--- src/rtl/hps_ext_pkg.sv ---
// hps_ext_pkg
//   Shared definitions for the HPS extension (UIO) bus host:
//   - UIO command word constants understood by hps_ext-style responders
//   - EXT_BUS bit positions for wiring the host onto the 36-bit bus
//   - host FSM state encoding
//   - timer width helper
package hps_ext_pkg;

    // UIO command words (strobe 0 of a frame)
    localparam logic [15:0] UIO_MOUSE     = 16'h0004;
    localparam logic [15:0] UIO_KEYBOARD  = 16'h0005;
    localparam logic [15:0] UIO_KBD_OSD   = 16'h0006;
    localparam logic [15:0] UIO_GET_VMODE = 16'h002C;
    localparam logic [15:0] UIO_SET_VPOS  = 16'h002D;
    localparam logic [15:0] UIO_EXT_61    = 16'h0061;
    localparam logic [15:0] UIO_EXT_62    = 16'h0062;
    localparam logic [15:0] UIO_EXT_63    = 16'h0063;

    // EXT_BUS bit positions
    localparam int EXT_DOUT_LSB = 0;   // [15:0]  responder -> host
    localparam int EXT_DIN_LSB  = 16;  // [31:16] host -> responder
    localparam int EXT_DOUT_EN  = 32;
    localparam int EXT_STROBE   = 33;
    localparam int EXT_UIO      = 34;
    localparam int EXT_FPGA     = 35;

    typedef enum logic [2:0] {
        ST_IDLE,
        ST_SETUP,
        ST_STROBE,
        ST_GAP,
        ST_WAIT,
        ST_HOLD
    } host_state_t;

    // Width needed to hold (max(a,b,c,d) - 1), never less than 1 bit.
    function automatic int tmr_width(input int a, input int b, input int c, input int d);
        int m;
        m = a;
        if (b > m) m = b;
        if (c > m) m = c;
        if (d > m) m = d;
        return (m <= 2) ? 1 : $clog2(m);
    endfunction

endpackage

--- src/rtl/hps_ext_host_tmr.sv ---
// hps_ext_host_tmr
//   Loadable down-counter with zero flag. The host loads (duration-1) when
//   entering a timed state and moves on once zero is seen, so a load of N-1
//   gives a state exactly N cycles long. Holds at zero.
// Ports:
//   clk      in  clock
//   reset_n  in  synchronous reset, active-low (count -> 0)
//   load     in  load load_val (has priority over dec)
//   load_val in  W  value to load
//   dec      in  decrement by one when non-zero
//   zero     out count is zero
module hps_ext_host_tmr #(
    parameter int W = 8
) (
    input  logic         clk,
    input  logic         reset_n,
    input  logic         load,
    input  logic [W-1:0] load_val,
    input  logic         dec,
    output logic         zero
);

    logic [W-1:0] cnt;

    always_ff @(posedge clk) begin
        if (!reset_n)
            cnt <= '0;
        else if (load)
            cnt <= load_val;
        else if (dec && cnt != '0)
            cnt <= cnt - W'(1);
    end

    assign zero = (cnt == '0);

endmodule

--- src/rtl/hps_ext_host.sv ---
// hps_ext_host
//   FPGA-side initiator for the HPS extension (UIO) bus. Issues one frame per
//   accepted command: command word on strobe 0, then cmd_len payload words
//   pulled from the wr_* stream, one per strobe. Responder dout sampled on the
//   last gap cycle after every strobe is returned on rd_*.
//
//   Optional feature macro: HPS_EXT_HOST_TIMEOUT_EN
//     defined   - a payload stall of TIMEOUT cycles aborts the frame
//                 (done and err pulse together)
//     undefined - payload stalls wait forever, err is tied low
//
// Parameters:
//   SETUP_CYC  cycles of uio high before the first strobe phase (>=1)
//   GAP_CYC    cycles after each strobe phase; dout sampled on the last (>=2)
//   HOLD_CYC   cycles of uio low after a frame (>=1)
//   TIMEOUT    payload stall limit in cycles (timeout build only, >=1)
// Ports:
//   clk_sys, reset_n            clock, synchronous active-low reset
//   cmd_valid/cmd_ready         frame request handshake (ready only in IDLE)
//   cmd_word[15:0], cmd_len[4:0] command word and payload word count
//   wr_valid/wr_ready, wr_data  payload stream; wr_ready pulses the cycle
//                               after a word was taken
//   rd_valid, rd_data, rd_idx   captured response and its strobe index
//   done, err                   frame end pulse, abort flag valid with done
//   io_uio, io_strobe, io_fpga, io_din[15:0]   bus outputs
//   io_dout[15:0], io_dout_en                  bus inputs
//
// Timing of one strobe: the STROBE state is a one-cycle set-up phase in
// which io_din already carries the new word; io_strobe is registered out of
// it and so is high in the first GAP cycle. io_din therefore holds its value
// the cycle before, during and after the strobe, and the responder gets
// GAP_CYC-1 cycles to present dout before it is sampled.
module hps_ext_host
    import hps_ext_pkg::*;
#(
    parameter int SETUP_CYC = 2,
    parameter int GAP_CYC   = 3,
    parameter int HOLD_CYC  = 2,
    parameter int TIMEOUT   = 255
) (
    input  logic        clk_sys,
    input  logic        reset_n,
    input  logic        cmd_valid,
    output logic        cmd_ready,
    input  logic [15:0] cmd_word,
    input  logic [4:0]  cmd_len,
    input  logic        wr_valid,
    output logic        wr_ready,
    input  logic [15:0] wr_data,
    output logic        rd_valid,
    output logic [15:0] rd_data,
    output logic [4:0]  rd_idx,
    output logic        done,
    output logic        err,
    output logic        io_uio,
    output logic        io_strobe,
    output logic        io_fpga,
    output logic [15:0] io_din,
    input  logic [15:0] io_dout,
    input  logic        io_dout_en
);

    localparam int TMR_W = tmr_width(SETUP_CYC, GAP_CYC, HOLD_CYC, TIMEOUT);

    host_state_t      state;
    logic [4:0]       len_q;
    logic [4:0]       idx;

    logic             accept;
    logic             last_strobe;
    logic             tmr_load;
    logic [TMR_W-1:0] tmr_val;
    logic             tmr_dec;
    logic             tmr_zero;

    assign accept      = cmd_valid && cmd_ready;
    // idx only advances while below len_q (<=31), so it saturates at 31
    assign last_strobe = (idx == len_q);
    assign io_fpga     = 1'b0;

    // Timer control: load (duration-1) on entry to a timed state, count down
    // while in it. The same counter doubles as the payload stall counter.
    always_comb begin
        tmr_load = 1'b0;
        tmr_val  = '0;
        tmr_dec  = 1'b0;
        case (state)
            ST_IDLE: begin
                if (accept) begin
                    tmr_load = 1'b1;
                    tmr_val  = TMR_W'(SETUP_CYC - 1);
                end
            end
            ST_SETUP: tmr_dec = !tmr_zero;
            ST_STROBE: begin
                tmr_load = 1'b1;
                tmr_val  = TMR_W'(GAP_CYC - 1);
            end
            ST_GAP: begin
                if (!tmr_zero) begin
                    tmr_dec = 1'b1;
                end else if (last_strobe) begin
                    tmr_load = 1'b1;
                    tmr_val  = TMR_W'(HOLD_CYC - 1);
                end else if (!wr_valid) begin
                    // entering WAIT: stall count restarts for every payload word
                    tmr_load = 1'b1;
                    tmr_val  = TMR_W'(TIMEOUT - 1);
                end
            end
            ST_WAIT: begin
`ifdef HPS_EXT_HOST_TIMEOUT_EN
                if (!wr_valid) begin
                    if (tmr_zero) begin
                        tmr_load = 1'b1;
                        tmr_val  = TMR_W'(HOLD_CYC - 1);
                    end else begin
                        tmr_dec = 1'b1;
                    end
                end
`endif
            end
            ST_HOLD: tmr_dec = !tmr_zero;
            default: ;
        endcase
    end

    hps_ext_host_tmr #(.W(TMR_W)) u_tmr (
        .clk      (clk_sys),
        .reset_n  (reset_n),
        .load     (tmr_load),
        .load_val (tmr_val),
        .dec      (tmr_dec),
        .zero     (tmr_zero)
    );

`ifdef HPS_EXT_HOST_TIMEOUT_EN
    logic err_q;
    assign err = err_q;
`else
    assign err = 1'b0;
`endif

    always_ff @(posedge clk_sys) begin
        if (!reset_n) begin
            state     <= ST_IDLE;
            cmd_ready <= 1'b0;
            wr_ready  <= 1'b0;
            rd_valid  <= 1'b0;
            rd_data   <= '0;
            rd_idx    <= '0;
            done      <= 1'b0;
            io_uio    <= 1'b0;
            io_strobe <= 1'b0;
            io_din    <= '0;
            len_q     <= '0;
            idx       <= '0;
`ifdef HPS_EXT_HOST_TIMEOUT_EN
            err_q     <= 1'b0;
`endif
        end else begin
            // single-cycle pulses
            wr_ready  <= 1'b0;
            rd_valid  <= 1'b0;
            done      <= 1'b0;
            io_strobe <= 1'b0;
`ifdef HPS_EXT_HOST_TIMEOUT_EN
            err_q     <= 1'b0;
`endif
            case (state)
                ST_IDLE: begin
                    cmd_ready <= 1'b1;
                    if (accept) begin
                        cmd_ready <= 1'b0;
                        len_q     <= cmd_len;
                        idx       <= '0;
                        io_uio    <= 1'b1;
                        io_din    <= cmd_word;
                        state     <= ST_SETUP;
                    end
                end
                ST_SETUP: begin
                    if (tmr_zero) state <= ST_STROBE;
                end
                ST_STROBE: begin
                    io_strobe <= 1'b1;
                    state     <= ST_GAP;
                end
                ST_GAP: begin
                    if (tmr_zero) begin
                        rd_valid <= io_dout_en;
                        rd_idx   <= idx;
                        if (io_dout_en) rd_data <= io_dout;
                        if (last_strobe) begin
                            state  <= ST_HOLD;
                            io_uio <= 1'b0;
                            io_din <= '0;
                            done   <= 1'b1;
                        end else if (wr_valid) begin
                            wr_ready <= 1'b1;
                            io_din   <= wr_data;
                            idx      <= idx + 5'd1;
                            state    <= ST_STROBE;
                        end else begin
                            state <= ST_WAIT;
                        end
                    end
                end
                ST_WAIT: begin
                    if (wr_valid) begin
                        wr_ready <= 1'b1;
                        io_din   <= wr_data;
                        idx      <= idx + 5'd1;
                        state    <= ST_STROBE;
                    end
`ifdef HPS_EXT_HOST_TIMEOUT_EN
                    else if (tmr_zero) begin
                        state  <= ST_HOLD;
                        io_uio <= 1'b0;
                        io_din <= '0;
                        done   <= 1'b1;
                        err_q  <= 1'b1;
                    end
`endif
                end
                ST_HOLD: begin
                    if (tmr_zero) begin
                        state     <= ST_IDLE;
                        cmd_ready <= 1'b1;
                    end
                end
                default: state <= ST_IDLE;
            endcase
        end
    end

endmodule

--- config.mk ---
export PLATFORM = sky130hd
export DESIGN_NAME = hps_ext_host
export DESIGN_NICKNAME = d
export VERILOG_FILES = /design/src/rtl/hps_ext_pkg.sv /design/src/rtl/hps_ext_host_tmr.sv /design/src/rtl/hps_ext_host.sv
export SDC_FILE = /design/constraint.sdc
export NUM_CORES = 1
export LEC_CHECK = 0
export CORE_ASPECT_RATIO = 0.8
export CORE_MARGIN = 2
export CORE_UTILIZATION = 50
export DETAILED_ROUTE_END_ITERATION = 10
export PLACE_DENSITY_LB_ADDON = 0.12
export SYNTH_ARGS = -nofsm -noshare
export SYNTH_HDL_FRONTEND = slang
export SYNTH_SLANG_ARGS = --single-unit
export TNS_END_PERCENT = 20
--- constraint.sdc ---
create_clock -name clk_sys -period 4.71 [get_ports clk_sys]
set_clock_uncertainty 0.05 [all_clocks]
set_input_delay 1.413 -clock clk_sys [delete_from_list [all_inputs] [get_ports clk_sys]]
set_output_delay 1.413 -clock clk_sys [all_outputs]
set_load 0.005 [all_outputs]
* Word level (Yosys, flattened, before mapping)
Cells that the tools add are included.
Cells by class: muxes and demuxes 45, eq/ne operators 13, reduce and logical (&&, ||, !) cells 20, add/subtract/negate cells 2
Operators with widths (count):
- 2-to-1 mux 16 bit | 4
- one-hot mux 16 bit (3 select lines) | 1
- 2-to-1 mux 8 bit | 5
- one-hot mux 8 bit (3 select lines) | 1
- 2-to-1 mux 3 bit | 7
- 2-to-1 mux 5 bit | 4
- one-hot mux 3 bit (6 select lines) | 1
- 2-to-1 mux 1 bit | 16
- one-hot mux 5 bit (3 select lines) | 1
- inequality test 2 bit (second input constant) | 7
- AND reduction 3 bit | 3
- zero test 8 bit | 1
- one-hot mux 1 bit (2 select lines) | 4
- AND reduction 4 bit | 2
- nonzero test 8 bit | 1
- subtractor 8 x 1 -> 8 bit (second input constant) | 1
- equality test 3 x 2 -> 1 bit (second input constant) | 2
- equality test 3 bit (second input constant) | 2
- AND reduction 2 bit | 3
- nonzero test 2 bit | 3
- adder 5 x 1 -> 5 bit (second input constant) | 1
- equality test 5 bit | 1
- AND reduction 5 bit | 1
- equality test 3 x 1 -> 1 bit (second input constant) | 1
- 6 further kinds | 7
Storage, ports and cells: word-level logic and storage cells 93, input port bits 58, output and inout port bits 45, flip-flop bits (word level) 64

* Depth between registers and ports, before layout
Gate-level depths: netlist (run 1).
word-level depth 6, mapped depth 9

* Hierarchy
Synthesis (run 1) repeated with hierarchy kept, for this count alone.
Unflattened totals: cell total of the unflattened synthesis 365, area total of the unflattened synthesis 3041.7 µm²
By module, submodules not included:
- hps_ext_host | area an instance 2529.9 µm², cells each 306, times used 1
- hps_ext_host_tmr | area an instance 511.7 µm², cells each 59, times used 1

* Worst setup path after synthesis (run 1)
No wires, ideal clock.
path kind input port to flip-flop, from input port wr_valid, to register idx[3], setup slack 1.998 ns, data required time 4.590 ns, stages 5, arrival time 2.592 ns, setup time 0.070 ns, path buffers 1, path through clkbuf_1 nor2_1 or3_1 or3_1 a21oi_1
Between the ends: cells in the longest elaborated chain, start to end 4
RTL lines:
- start, declared | RTL line hps_ext_host.sv:47 | input logic wr_valid,
- 2-to-1 mux 5 bit (*)
- 2-to-1 mux 5 bit (2 in series)
- one-hot mux 5 bit (3 select lines) (*)
- end signal, assigned | RTL line hps_ext_host.sv:202 | idx <= idx + 5'd1;
- end signal, assigned | RTL line hps_ext_host.sv:213 | idx <= idx + 5'd1;
- end, declared | RTL line hps_ext_host.sv:67 | logic [4:0] idx;
Every way passes the cells marked *; elsewhere a longest branch is shown, timed or not. The select of a mux whose other input is x is not followed. A chain may end at the register's enable or synchronous reset.

==> results of run 1 <==
report_power, final:
part | switching, W | internal [W]
Sequential | 0.0000748 | 0.000597
Clock | 0.000213 | 0.000366
Combinational | 0.000292 | 0.000274
Total | 0.000580 | 0.00124
placed cells by master, fill, tap and decap left out, drive strengths merged, types with 5 or more instances in the layout:
master         Yosys  final
a211oi             5      5
a21oi             10     10
a22oi             16     16
nor3               8      8
or3                8      8
clkbuf             7     11
o2bb2ai           16     16
nor2              50     50
dfxtp             64     64
nand3              7      7
clkdlybuf4s50      0    100
nand2             10     10
mux2i             28     28
o21ai              5      5
and2               5      5
layer usage:
layer | GRT usage (%) | up-vias | part of all wire [%]
met1 | 32.6 | 1293 | 44
met3 | 9.61 | 8 | 10
met4 | 6.30 | 0 | 1.1
li1 | - | 1374 | -
met5 | 0 | - | 0
met2 | 35.7 | 124 | 44
through the flow:
stage | instances | instance area [um2] | power, W
after CTS | 498 | 4380 | 0.00182
after global routing | 498 | 4380 | 0.00191
final | 498 | 4380 | 0.00182
after detailed placement | 482 | 4130 | 0.00124
after floorplan | 319 | 3120 | 0.00107
after global placement | 482 | 4130 | 0.00123
cell type report:
| class | count | share of cell area [%] |
|---|---|---|
| multi-input cells | 229 | 38.9 |
| flip-flops and latches | 64 | 29.3 |
| repair buffers | 104 | 23.6 |
| clock buffers | 11 | 3.23 |
| clock inverters | 5 | 2.37 |
| well taps | 81 | 2.32 |
| inverters | 4 | 0.343 |
worst paths after layout:
path / start / end / slack, ns
worst max-delay path: reset_n / io_din[13]$_SDFFE_PN0P_ / 1.66
worst min-delay path: io_din[5]$_SDFFE_PN0P_ / io_din[5]$_SDFFE_PN0P_ / 0.41
worst max register to register: state[2]$_SDFFE_PN0P_ / io_din[13]$_SDFFE_PN0P_ / 2.25
worst min register to register: io_din[5]$_SDFFE_PN0P_ / io_din[5]$_SDFFE_PN0P_ / 0.41
cell families after synthesis:
logic type,after synthesis,synth area share (%)
buffers and inverters,26,4.45
other,1,0.120
DFF,64,41.1
and+or+nand+nor,108,20.3
AOI/OAI and AO/OA,83,22.5
xor gates and xnor gates,5,1.40
muxes,28,8.99
adders and majority gates,3,1.20
flip-flops by register name, indices dropped and copies added, names as in the netlist:
| signal | cells |
|---|---|
| state | 3 |
| u_tmr.cnt | 8 |
| rd_valid | 1 |
| wr_ready | 1 |
| io_uio | 1 |
| rd_idx | 5 |
| idx | 5 |
| cmd_ready | 1 |
| io_din | 16 |
| done | 1 |
| io_strobe | 1 |
| rd_data | 16 |
| len_q | 5 |
==> metrics.txt, run 1 <==
# TYPE chip_impl_metric gauge
chip_impl_metric{name="worst-endpoint-required",unit="ns"} 4.92
chip_impl_metric{name="tritoncts_num_sinks",unit=""} 64
chip_impl_metric{name="finalSetupTns",unit="ns"} 0
chip_impl_metric{name="preCtsSetupSlack",unit="ns"} 1.33
chip_impl_metric{name="yosys_warnings",unit=""} 0
chip_impl_metric{name="initial_core_util",unit="%"} 52.2
chip_impl_metric{name="grt_pass1_wl",unit="um"} 12800
chip_impl_metric{name="routability_congestion_estimate",unit=""} 0.841
chip_impl_metric{name="timing.final.ws_setup",unit="ns"} 1.66
chip_impl_metric{name="leakage",unit="nW"} 1.76
chip_impl_metric{name="number_of_flops_mapped_to_enable_cells_by_yosys",unit=""} 0
chip_impl_metric{name="clock.fmax",unit="GHz"} 0.328
chip_impl_metric{name="die-height",unit="um"} 74.6
chip_impl_metric{name="antenna-diode-count",unit=""} 0
chip_impl_metric{name="hold_ws",unit="ns"} 0.412
chip_impl_info{name="timing.critical_path.slowest_stage_cell",value="o41ai_4"} 1
chip_impl_info{name="outcome",value="finished clean"} 1
chip_impl_metric{name="post_cts.repair.setup_buffers",unit=""} 0
chip_impl_metric{name="global_route.overflow_total",unit=""} 0
chip_impl_metric{name="first_pass_iters",unit=""} 5
chip_impl_info{name="tritoncts",value="built"} 1
chip_impl_metric{name="vias",unit=""} 2799
chip_impl_metric{name="vias_in_the_first_global_route",unit=""} 2600
chip_impl_info{name="yosys-top-cells-area",value="dfxtp_1 (41%), mux2i_1 (9.0%), nor2_1 (5.7%)"} 1
chip_impl_info{name="synth.top_cells.by_count",value="dfxtp_1 (64), nor2_1 (47), mux2i_1 (28)"} 1
chip_impl_metric{name="critical_path_buf_inv_count",unit=""} 3
chip_impl_metric{name="num_io_pins",unit=""} 103
chip_impl_metric{name="multi_input_area",unit="mm2"} 0.00170
chip_impl_metric{name="largest_net_degree_at_the_start_of_global_routing",unit=""} 38
chip_impl_info{name="worst_path_dominant_cell_family",value="compound AO/OA/AOI/OAI gates"} 1
chip_impl_metric{name="synth.cell_area",unit="mm2"} 0.00312
chip_impl_metric{name="worst_skew_pair_latency",unit="ns"} 0.35
chip_impl_metric{name="async_reset_ff_share",unit="%"} 0
chip_impl_info{name="synth_ff_type",value="dfxtp_1"} 1
chip_impl_metric{name="fp.coreArea",unit="mm2"} 0.00597
chip_impl_metric{name="io_buffer_count",unit=""} 100
chip_impl_metric{name="critical_path_depth",unit=""} 5
chip_impl_info{name="worstHoldPathType",value="register to register"} 1
chip_impl_info{name="critPathKind",value="input pin to register"} 1
chip_impl_info{name="crit_path_start_kind",value="input pin"} 1
chip_impl_metric{name="worstHoldPathCells",unit=""} 1
chip_impl_metric{name="critical_path.max_fanout",unit=""} 17
chip_impl_metric{name="min_period_over_period",unit="%"} 64.7
chip_impl_metric{name="number_of_antenna_violations_at_the_first_check_in_global_routing",unit=""} 0
chip_impl_metric{name="report.final.hold_viol_count",unit=""} 0
chip_impl_metric{name="yosysUniqueCellTypes",unit=""} 67
chip_impl_metric{name="die_area",unit="mm2"} 0.00689
chip_impl_metric{name="register_area",unit="mm2"} 0.00128
chip_impl_info{name="worstSetupEndpointType",value="register"} 1
chip_impl_metric{name="power-per-cell-area",unit="mW/mm2"} 415
chip_impl_metric{name="synthToLayoutAreaGrowth",unit="%"} 40.3
chip_impl_metric{name="dp.final_hpwl",unit="um"} 5540
chip_impl_metric{name="yosys_reg_bits",unit=""} 64
chip_impl_info{name="synth.largest_area_cell",value="dfxtp_1"} 1
chip_impl_info{name="unrepaired_setup_endpoints_after_global_routing",value="no"} 1
chip_impl_metric{name="ctsHtreeMaxLevel",unit=""} 3
chip_impl_metric{name="hold_buffers",unit=""} 0
chip_impl_metric{name="synth_sequential_area_ratio",unit="%"} 41.1
chip_impl_metric{name="groute.usage.overall",unit="%"} 23.9
chip_impl_metric{name="route.final.wire_length",unit="um"} 7990
chip_impl_metric{name="post_route_cells_drive_above_1_share",unit="%"} 10.6
chip_impl_info{name="path_cells",value="clkdlybuf4s50_1, buf_4, inv_1, o41ai_4, o2bb2ai_1"} 1
chip_impl_metric{name="clock_buffer_count_from_cts",unit=""} 9
chip_impl_metric{name="num-fill-cells",unit=""} 462
chip_impl_metric{name="detail_routed_net_length_per_standard_cell",unit="um"} 16.0
chip_impl_metric{name="synth_area_per_cell",unit="um2"} 9.81
chip_impl_metric{name="synthDominantCellAreaShare",unit="%"} 41.1
chip_impl_info{name="clk_root_buffer_cell",value="clkbuf_8"} 1
chip_impl_metric{name="die_x",unit="um"} 92.3
chip_impl_metric{name="post_cts_resized",unit=""} 0
chip_impl_metric{name="route.antenna.remaining_nets",unit=""} 0
chip_impl_metric{name="core.rowCount",unit=""} 25
chip_impl_metric{name="cap_violations",unit=""} 0
chip_impl_metric{name="final.min_clock_period",unit="ns"} 3.05
chip_impl_metric{name="nNetsFinal",unit=""} 473
chip_impl_metric{name="clk_pin_slew_worst_paths",unit="ns"} 0.07
chip_impl_metric{name="max-clock-path-buffers",unit=""} 2
chip_impl_metric{name="cp_data_arrival_time",unit="ns"} 3.26
chip_impl_metric{name="final_max_slew_viol_count",unit=""} 0
chip_impl_metric{name="detail_route.iter0.violations",unit=""} 214
chip_impl_metric{name="syn_inst",unit=""} 318
chip_impl_metric{name="via_per_inst",unit=""} 5.62
chip_impl_metric{name="slew_headroom",unit="%"} 39.5
chip_impl_metric{name="fin_util",unit="%"} 73.2
chip_impl_metric{name="r2r_cells",unit=""} 5
chip_impl_metric{name="drc",unit=""} 0
chip_impl_metric{name="finalSetupViolations",unit=""} 0
chip_impl_metric{name="crit_path_max_incr_delay",unit="ns"} 0.85
chip_impl_metric{name="power.ir.vdd_worst",unit="mV"} 0.349
chip_impl_metric{name="tightestPinTransition",unit="ns"} 0.904
chip_impl_info{name="synthMostInstantiatedCell",value="dfxtp_1"} 1
(Power assumes the default switching activity.)
==> run 2, diff against run 1 <==
Settings changed: CORE_UTILIZATION 50 to 42.
Clock period 4.71 ns to 2.7 ns, I/O delays scaled along.
==> metrics.txt, run 2 (synthesis results as in run 1) <==
# TYPE chip_impl_metric gauge
chip_impl_info{name="outcome",value="finished clean"} 1
chip_impl_metric{name="fp.coreArea",unit="mm2"} 0.00729
chip_impl_metric{name="critical_path_buf_inv_count",unit=""} 1
chip_impl_info{name="crit_path_start_kind",value="register"} 1
chip_impl_metric{name="die_area",unit="mm2"} 0.00813
chip_impl_metric{name="detail_route.iter0.violations",unit=""} 86
chip_impl_metric{name="report.final.hold_viol_count",unit=""} 0
chip_impl_metric{name="clock.fmax",unit="GHz"} 0.433
chip_impl_metric{name="total_switching_power",unit="W"} 0.00101
chip_impl_metric{name="initial_core_util",unit="%"} 42.8
chip_impl_metric{name="use_met2",unit="%"} 28.3
chip_impl_metric{name="power.ir.vdd_worst",unit="mV"} 0.391
chip_impl_metric{name="detail_routed_net_length_per_standard_cell",unit="um"} 15.4
chip_impl_info{name="grt_most_used_layer",value="met1"} 1
chip_impl_metric{name="core.rowCount",unit=""} 28
chip_impl_metric{name="dp.final_hpwl",unit="um"} 5650
chip_impl_metric{name="routability_congestion_estimate",unit=""} 0.832
chip_impl_metric{name="critical_path.max_fanout",unit=""} 10
chip_impl_metric{name="leakage",unit="nW"} 1.76
chip_impl_metric{name="vias_in_the_first_global_route",unit=""} 2617
chip_impl_metric{name="switching_share",unit="%"} 34.0
chip_impl_info{name="worstHoldPathType",value="register to register"} 1
chip_impl_info{name="timing.critical_path.slowest_stage_cell",value="nor3_2"} 1
chip_impl_metric{name="share_comb_of_total_power",unit="%"} 34.4
chip_impl_metric{name="nNetsFinal",unit=""} 479
chip_impl_info{name="clk_root_buffer_cell",value="clkbuf_8"} 1
chip_impl_metric{name="largest_net_degree_at_the_start_of_global_routing",unit=""} 38
chip_impl_metric{name="finalSetupViolations",unit=""} 0
chip_impl_metric{name="antenna-diode-count",unit=""} 0
chip_impl_metric{name="max-clock-path-buffers",unit=""} 2
chip_impl_metric{name="min_period_over_period",unit="%"} 85.6
chip_impl_metric{name="route.antenna.remaining_nets",unit=""} 0
chip_impl_info{name="final_cell_mix",value="clkdlybuf4s50_1 (100), dfxtp_1 (64), nor2_1 (47)"} 1
chip_impl_metric{name="die_x",unit="um"} 100
chip_impl_info{name="layout_commonest_cell",value="clkdlybuf4s50_1"} 1
chip_impl_metric{name="via_per_inst",unit=""} 5.46
chip_impl_metric{name="first_pass_iters",unit=""} 4
chip_impl_metric{name="cp_data_arrival_time",unit="ns"} 2.50
chip_impl_metric{name="hold_buffers",unit=""} 0
chip_impl_metric{name="grt_pass1_wl",unit="um"} 12900
chip_impl_metric{name="clock_buffer_count_from_cts",unit=""} 9
chip_impl_metric{name="route.final.wire_length",unit="um"} 7900
chip_impl_metric{name="clk_pin_slew_worst_paths",unit="ns"} 0.07
chip_impl_metric{name="crit_path_max_incr_delay",unit="ns"} 0.45
chip_impl_metric{name="groute.usage.overall",unit="%"} 20.2
chip_impl_metric{name="die-height",unit="um"} 81.1
chip_impl_info{name="worstSetupEndpointType",value="register"} 1
chip_impl_metric{name="drc",unit=""} 0
chip_impl_metric{name="ctsHtreeMaxLevel",unit=""} 3
chip_impl_metric{name="globalRouteMet3Util",unit="%"} 7.49
chip_impl_metric{name="power-per-cell-area",unit="mW/mm2"} 677
chip_impl_info{name="path_cells",value="inv_1, ha_1, nor4b_4, nand3_4, nor3_2, a41oi_1, o2111a_1"} 1
chip_impl_metric{name="gr_util_met1",unit="%"} 28.6
chip_impl_metric{name="slew_headroom",unit="%"} 36.6
chip_impl_metric{name="tritoncts_num_sinks",unit=""} 64
chip_impl_info{name="unrepaired_setup_endpoints_after_global_routing",value="no"} 1
chip_impl_metric{name="post_cts.repair.setup_buffers",unit=""} 0
chip_impl_metric{name="synthToLayoutAreaGrowth",unit="%"} 40.3
chip_impl_metric{name="p_clk_share",unit="%"} 26.7
chip_impl_metric{name="io_buffer_count",unit=""} 100
chip_impl_info{name="tritoncts",value="built"} 1
chip_impl_info{name="critPathKind",value="register to register"} 1
chip_impl_metric{name="final-instance-count-excl-fill",unit=""} 513
chip_impl_metric{name="number_of_antenna_violations_at_the_first_check_in_global_routing",unit=""} 0
chip_impl_metric{name="worst-endpoint-required",unit="ns"} 2.88
chip_impl_metric{name="tightestPinTransition",unit="ns"} 0.948
chip_impl_metric{name="cap_violations",unit=""} 0
chip_impl_metric{name="global_route.overflow_total",unit=""} 0
chip_impl_metric{name="post_route_cells_drive_above_1_share",unit="%"} 11.8
chip_impl_info{name="worst_path_dominant_cell_family",value="simple AND/OR/NAND/NOR gates"} 1
chip_impl_metric{name="final.min_clock_period",unit="ns"} 2.31
chip_impl_metric{name="final_max_slew_viol_count",unit=""} 0
chip_impl_metric{name="power.internal",unit="W"} 0.00195
chip_impl_metric{name="vias",unit=""} 2799
chip_impl_metric{name="post_cts_resized",unit=""} 0
chip_impl_info{name="layout_top_registers",value="io_din x16, rd_data x16, u_tmr.cnt x8"} 1
chip_impl_metric{name="finalSetupTns",unit="ns"} 0
chip_impl_metric{name="num_io_pins",unit=""} 103
chip_impl_metric{name="share_seq_of_total_power",unit="%"} 38.9
chip_impl_metric{name="worst_skew_pair_latency",unit="ns"} 0.34
chip_impl_metric{name="numPlacedInstances",unit=""} 497
-- run 2: changes by cell type in the layout (fill, tap and decap cells not counted), sizes merged --
cell	previous run	this run
buf	4	10
bufinv	3	1
clkinvlp	0	2
clkbuf	11	10
clkinv	2	3
-- run 2: routing by layer --
layer,share of wire [%],vias to the layer above
li1,-,1385
met1,50,1318
met2,42,84
met3,7.1,12
met4,1.4,0
met5,0,-
-- run 2: cell type report --
class / count / area (um2)
Sequential cell: 64 / 1280
Fill cell: 636 / 2910
Inverter: 4 / 15.0
Timing Repair Buffer: 110 / 1080
Multi-Input combinational cell: 229 / 1700
Clock inverter: 6 / 60.1
Clock buffer: 10 / 128
Tap cell: 90 / 113
-- run 2: metrics by stage --
stage / utilization (%) / worst slack, ns / hold slack (ns) / total power (W) / instance area, um2
after floorplan: - / 0.591 / 0.406 / 0.00186 / 3120
after global placement: 57.5 / 0.139 / 0.393 / 0.00216 / 4190
after detailed placement: 57.5 / 0.115 / 0.400 / 0.00218 / 4190
after CTS: 60.0 / 0.404 / 0.417 / 0.00298 / 4370
after global routing: 60.0 / 0.273 / 0.435 / 0.00315 / 4370
final: 60.0 / 0.389 / 0.415 / 0.00296 / 4370
-- run 2: path summary, 6_finish.rpt --
| check | start | to | slack, ns | cells after the start |
|---|---|---|---|---|
| worst max-delay path | u_tmr.cnt[0]$_SDFFE_PN0P_ | u_tmr.cnt[5]$_SDFFE_PN0P_ | 0.39 | 7 |
| worst min-delay path | io_din[4]$_SDFFE_PN0P_ | io_din[4]$_SDFFE_PN0P_ | 0.41 | 1 |
| worst min register to register | io_din[4]$_SDFFE_PN0P_ | io_din[4]$_SDFFE_PN0P_ | 0.41 | 1 |
| worst max register to register | u_tmr.cnt[0]$_SDFFE_PN0P_ | u_tmr.cnt[5]$_SDFFE_PN0P_ | 0.39 | 7 |
-- run 2: power groups by stage --
stage	Combinational, W	Clock (W)	Sequential, W
floorplan	0.000708	0	0.00116
finish	0.00102	0.000790	0.00115
detailed placement	0.00101	0	0.00117
global placement	0.000993	0	0.00117
global route	0.00112	0.000863	0.00117
CTS	0.00102	0.000816	0.00115
-- run 2: worst reg2reg max path, cell delays in order (launching register included) --
cell,delay (ns)
dfxtp_1,0.35
inv_1,0.09
ha_1,0.19
nor4b_4,0.37
nand3_4,0.23
nor3_2,0.45
a41oi_1,0.27
o2111a_1,0.22
==> run 3, diff against run 2 <==
Settings changed: CORE_UTILIZATION 42 to 43, CTS_BUF_LIST set to sky130_fd_sc_hd__clkbuf_2 sky130_fd_sc_hd__clkbuf_4 sky130_fd_sc_hd__clkbuf_8.
==> metrics.txt, run 3 (synthesis results as in run 1) <==
# TYPE chip_impl_metric gauge
chip_impl_info{name="outcome",value="finished clean"} 1
chip_impl_metric{name="p_clk_share",unit="%"} 25.5
chip_impl_metric{name="tightestPinTransition",unit="ns"} 0.928
chip_impl_info{name="path_cells",value="or3b_4, nand3_1, nor2_1, o41ai_4, o2bb2ai_1"} 1
chip_impl_metric{name="ctsHtreeMaxLevel",unit=""} 3
chip_impl_metric{name="r2r_cells",unit=""} 5
chip_impl_info{name="clk_root_buffer_cell",value="clkbuf_8"} 1
chip_impl_metric{name="die_area",unit="mm2"} 0.00795
chip_impl_metric{name="post_cts.repair.setup_buffers",unit=""} 0
chip_impl_metric{name="synthToLayoutAreaGrowth",unit="%"} 39.9
chip_impl_metric{name="cap_violations",unit=""} 0
chip_impl_metric{name="total_switching_power",unit="W"} 0.00103
chip_impl_metric{name="groute.usage.overall",unit="%"} 20.3
chip_impl_info{name="min_to",value="io_din[5]$_SDFFE_PN0P_"} 1
chip_impl_metric{name="vias",unit=""} 2792
chip_impl_info{name="unrepaired_setup_endpoints_after_global_routing",value="no"} 1
chip_impl_metric{name="finalSetupTns",unit="ns"} 0
chip_impl_metric{name="crit_path_max_incr_delay",unit="ns"} 0.83
chip_impl_metric{name="die-height",unit="um"} 80.2
chip_impl_metric{name="critical_path.max_fanout",unit=""} 16
chip_impl_metric{name="first_pass_iters",unit=""} 4
chip_impl_metric{name="critical_path_buf_inv_count",unit=""} 0
chip_impl_metric{name="drc",unit=""} 0
chip_impl_metric{name="largest_net_degree_at_the_start_of_global_routing",unit=""} 38
chip_impl_metric{name="cp_data_arrival_time",unit="ns"} 2.55
chip_impl_metric{name="global_route.overflow_total",unit=""} 0
chip_impl_metric{name="nNetsFinal",unit=""} 479
chip_impl_metric{name="leakage",unit="nW"} 1.76
chip_impl_metric{name="hold_buffers",unit=""} 0
chip_impl_metric{name="clock.fmax",unit="GHz"} 0.431
chip_impl_metric{name="power.internal",unit="W"} 0.00187
chip_impl_metric{name="via_per_inst",unit=""} 5.47
chip_impl_info{name="layout_top_registers",value="io_din x16, rd_data x16, u_tmr.cnt x8"} 1
chip_impl_metric{name="detail_routed_net_length_per_standard_cell",unit="um"} 15.5
chip_impl_info{name="layout_commonest_cell",value="clkdlybuf4s50_1"} 1
chip_impl_metric{name="switching_share",unit="%"} 35.6
chip_impl_metric{name="fp.coreArea",unit="mm2"} 0.00696
chip_impl_metric{name="post_route_cells_drive_above_1_share",unit="%"} 12.1
chip_impl_metric{name="report.final.hold_viol_count",unit=""} 0
chip_impl_metric{name="grt_pass1_wl",unit="um"} 12800
chip_impl_info{name="worstHoldPathType",value="register to register"} 1
chip_impl_metric{name="share_comb_of_total_power",unit="%"} 34.8
chip_impl_info{name="tritoncts",value="built"} 1
chip_impl_metric{name="routability_congestion_estimate",unit=""} 0.847
chip_impl_info{name="worst_path_dominant_cell_family",value="compound AO/OA/AOI/OAI gates"} 1
chip_impl_metric{name="worst-endpoint-required",unit="ns"} 2.92
chip_impl_metric{name="worst_skew_pair_latency",unit="ns"} 0.35
chip_impl_metric{name="share_seq_of_total_power",unit="%"} 39.7
chip_impl_metric{name="power-per-cell-area",unit="mW/mm2"} 665
chip_impl_metric{name="power.ir.vdd_worst",unit="mV"} 0.413
chip_impl_metric{name="vias_in_the_first_global_route",unit=""} 2588
chip_impl_info{name="crit-reg2reg-launch",value="state[2]$_SDFFE_PN0P_"} 1
chip_impl_metric{name="initial_core_util",unit="%"} 44.8
chip_impl_metric{name="worstHoldPathCells",unit=""} 1
chip_impl_info{name="worstSetupEndpointType",value="register"} 1
chip_impl_metric{name="num_io_pins",unit=""} 103
chip_impl_metric{name="number_of_antenna_violations_at_the_first_check_in_global_routing",unit=""} 0
chip_impl_metric{name="min_period_over_period",unit="%"} 86.0
chip_impl_metric{name="design_area",unit="mm2"} 0.00436
chip_impl_metric{name="placedInstanceArea",unit="mm2"} 0.00418
chip_impl_metric{name="tritoncts_num_sinks",unit=""} 64
chip_impl_metric{name="io_buffer_count",unit=""} 100
chip_impl_metric{name="final.min_clock_period",unit="ns"} 2.32
chip_impl_metric{name="r2r_setup_slack",unit="ns"} 0.38
chip_impl_metric{name="core.rowCount",unit=""} 27
chip_impl_metric{name="final_max_slew_viol_count",unit=""} 0
chip_impl_metric{name="route.final.wire_length",unit="um"} 7890
chip_impl_info{name="crit_path_start_kind",value="register"} 1
chip_impl_info{name="worstReg2RegEnd",value="io_din[1]$_SDFFE_PN0P_"} 1
chip_impl_metric{name="route.antenna.remaining_nets",unit=""} 0
chip_impl_metric{name="finalSetupViolations",unit=""} 0
chip_impl_metric{name="clk_pin_slew_worst_paths",unit="ns"} 0.07
chip_impl_info{name="timing.critical_path.slowest_stage_cell",value="o41ai_4"} 1
chip_impl_metric{name="max-clock-path-buffers",unit=""} 2
chip_impl_metric{name="detail_route.iter0.violations",unit=""} 169
chip_impl_metric{name="post_cts_resized",unit=""} 0
chip_impl_metric{name="dp.final_hpwl",unit="um"} 5610
chip_impl_info{name="final_cell_mix",value="clkdlybuf4s50_1 (100), dfxtp_1 (64), nor2_1 (47)"} 1
chip_impl_info{name="critPathKind",value="register to register"} 1
chip_impl_metric{name="clock_buffer_count_from_cts",unit=""} 9
chip_impl_metric{name="antenna-diode-count",unit=""} 0
chip_impl_metric{name="die_x",unit="um"} 99.2
chip_impl_info{name="hold_crit_start",value="io_din[5]$_SDFFE_PN0P_"} 1
chip_impl_metric{name="slew_headroom",unit="%"} 37.9
[run 3: cell types whose count changed in the layout (fill, tap and decap cells not counted)]
cell       delta
clkinv_2      -2
inv_6         +2
clkbuf_1      -1
bufinv_16     -1
clkinv_4      +2
[run 3: cell type report]
cell class	count	area [um2]
multi-input cells	229	1700
well taps	87	109
clock buffers	9	124
fillers	606	2600
repair buffers	110	1080
inverters	4	15.0
flip-flops and latches	64	1280
clock inverters	7	55.1
[run 3: routing by layer]
metal  vias up  routed length (um)  global-route usage, %
li1       1388                   -                      -
met1      1294                3660                   26.8
met2       101                3290                   29.4
met3         9                 827                   9.57
met4         0                 109                   6.16
met5         -                   0                      0
[run 3: how the worst max path moves through the flow]
stage                          startpoint                       to  slack, ns  depth (start not counted)
finish              state[2]$_SDFFE_PN0P_   io_din[1]$_SDFFE_PN0P_       0.38                          5
detailed placement               wr_valid   io_din[7]$_SDFFE_PN0P_       0.08                          4
global placement                 wr_valid  io_din[11]$_SDFFE_PN0P_       0.15                          4
global route        state[2]$_SDFFE_PN0P_   io_din[3]$_SDFFE_PN0P_       0.27                          5
floorplan                        wr_valid      idx[4]$_SDFFE_PN0P_       0.59                          5
CTS                 state[2]$_SDFFE_PN0P_   io_din[6]$_SDFFE_PN0P_       0.40                          5
[run 3: power groups by stage]
stage	registers, W	clock network (W)	logic (W)
CTS	0.00115	0.000767	0.00101
finish	0.00115	0.000740	0.00101
global placement	0.00117	0	0.000992
detailed placement	0.00117	0	0.00100
floorplan	0.00116	0	0.000708
global route	0.00117	0.000811	0.00112
[run 3: metrics by stage]
step | setup WS, ns | util (%) | hold slack [ns] | total power, W | std cells
after global placement | 0.146 | 60.1 | 0.394 | 0.00216 | 494
after floorplan | 0.591 | - | 0.406 | 0.00186 | 319
after CTS | 0.403 | 62.7 | 0.418 | 0.00292 | 510
after detailed placement | 0.0788 | 60.1 | 0.401 | 0.00217 | 494
after global routing | 0.267 | 62.7 | 0.436 | 0.00311 | 510
final | 0.378 | 62.7 | 0.414 | 0.00290 | 510
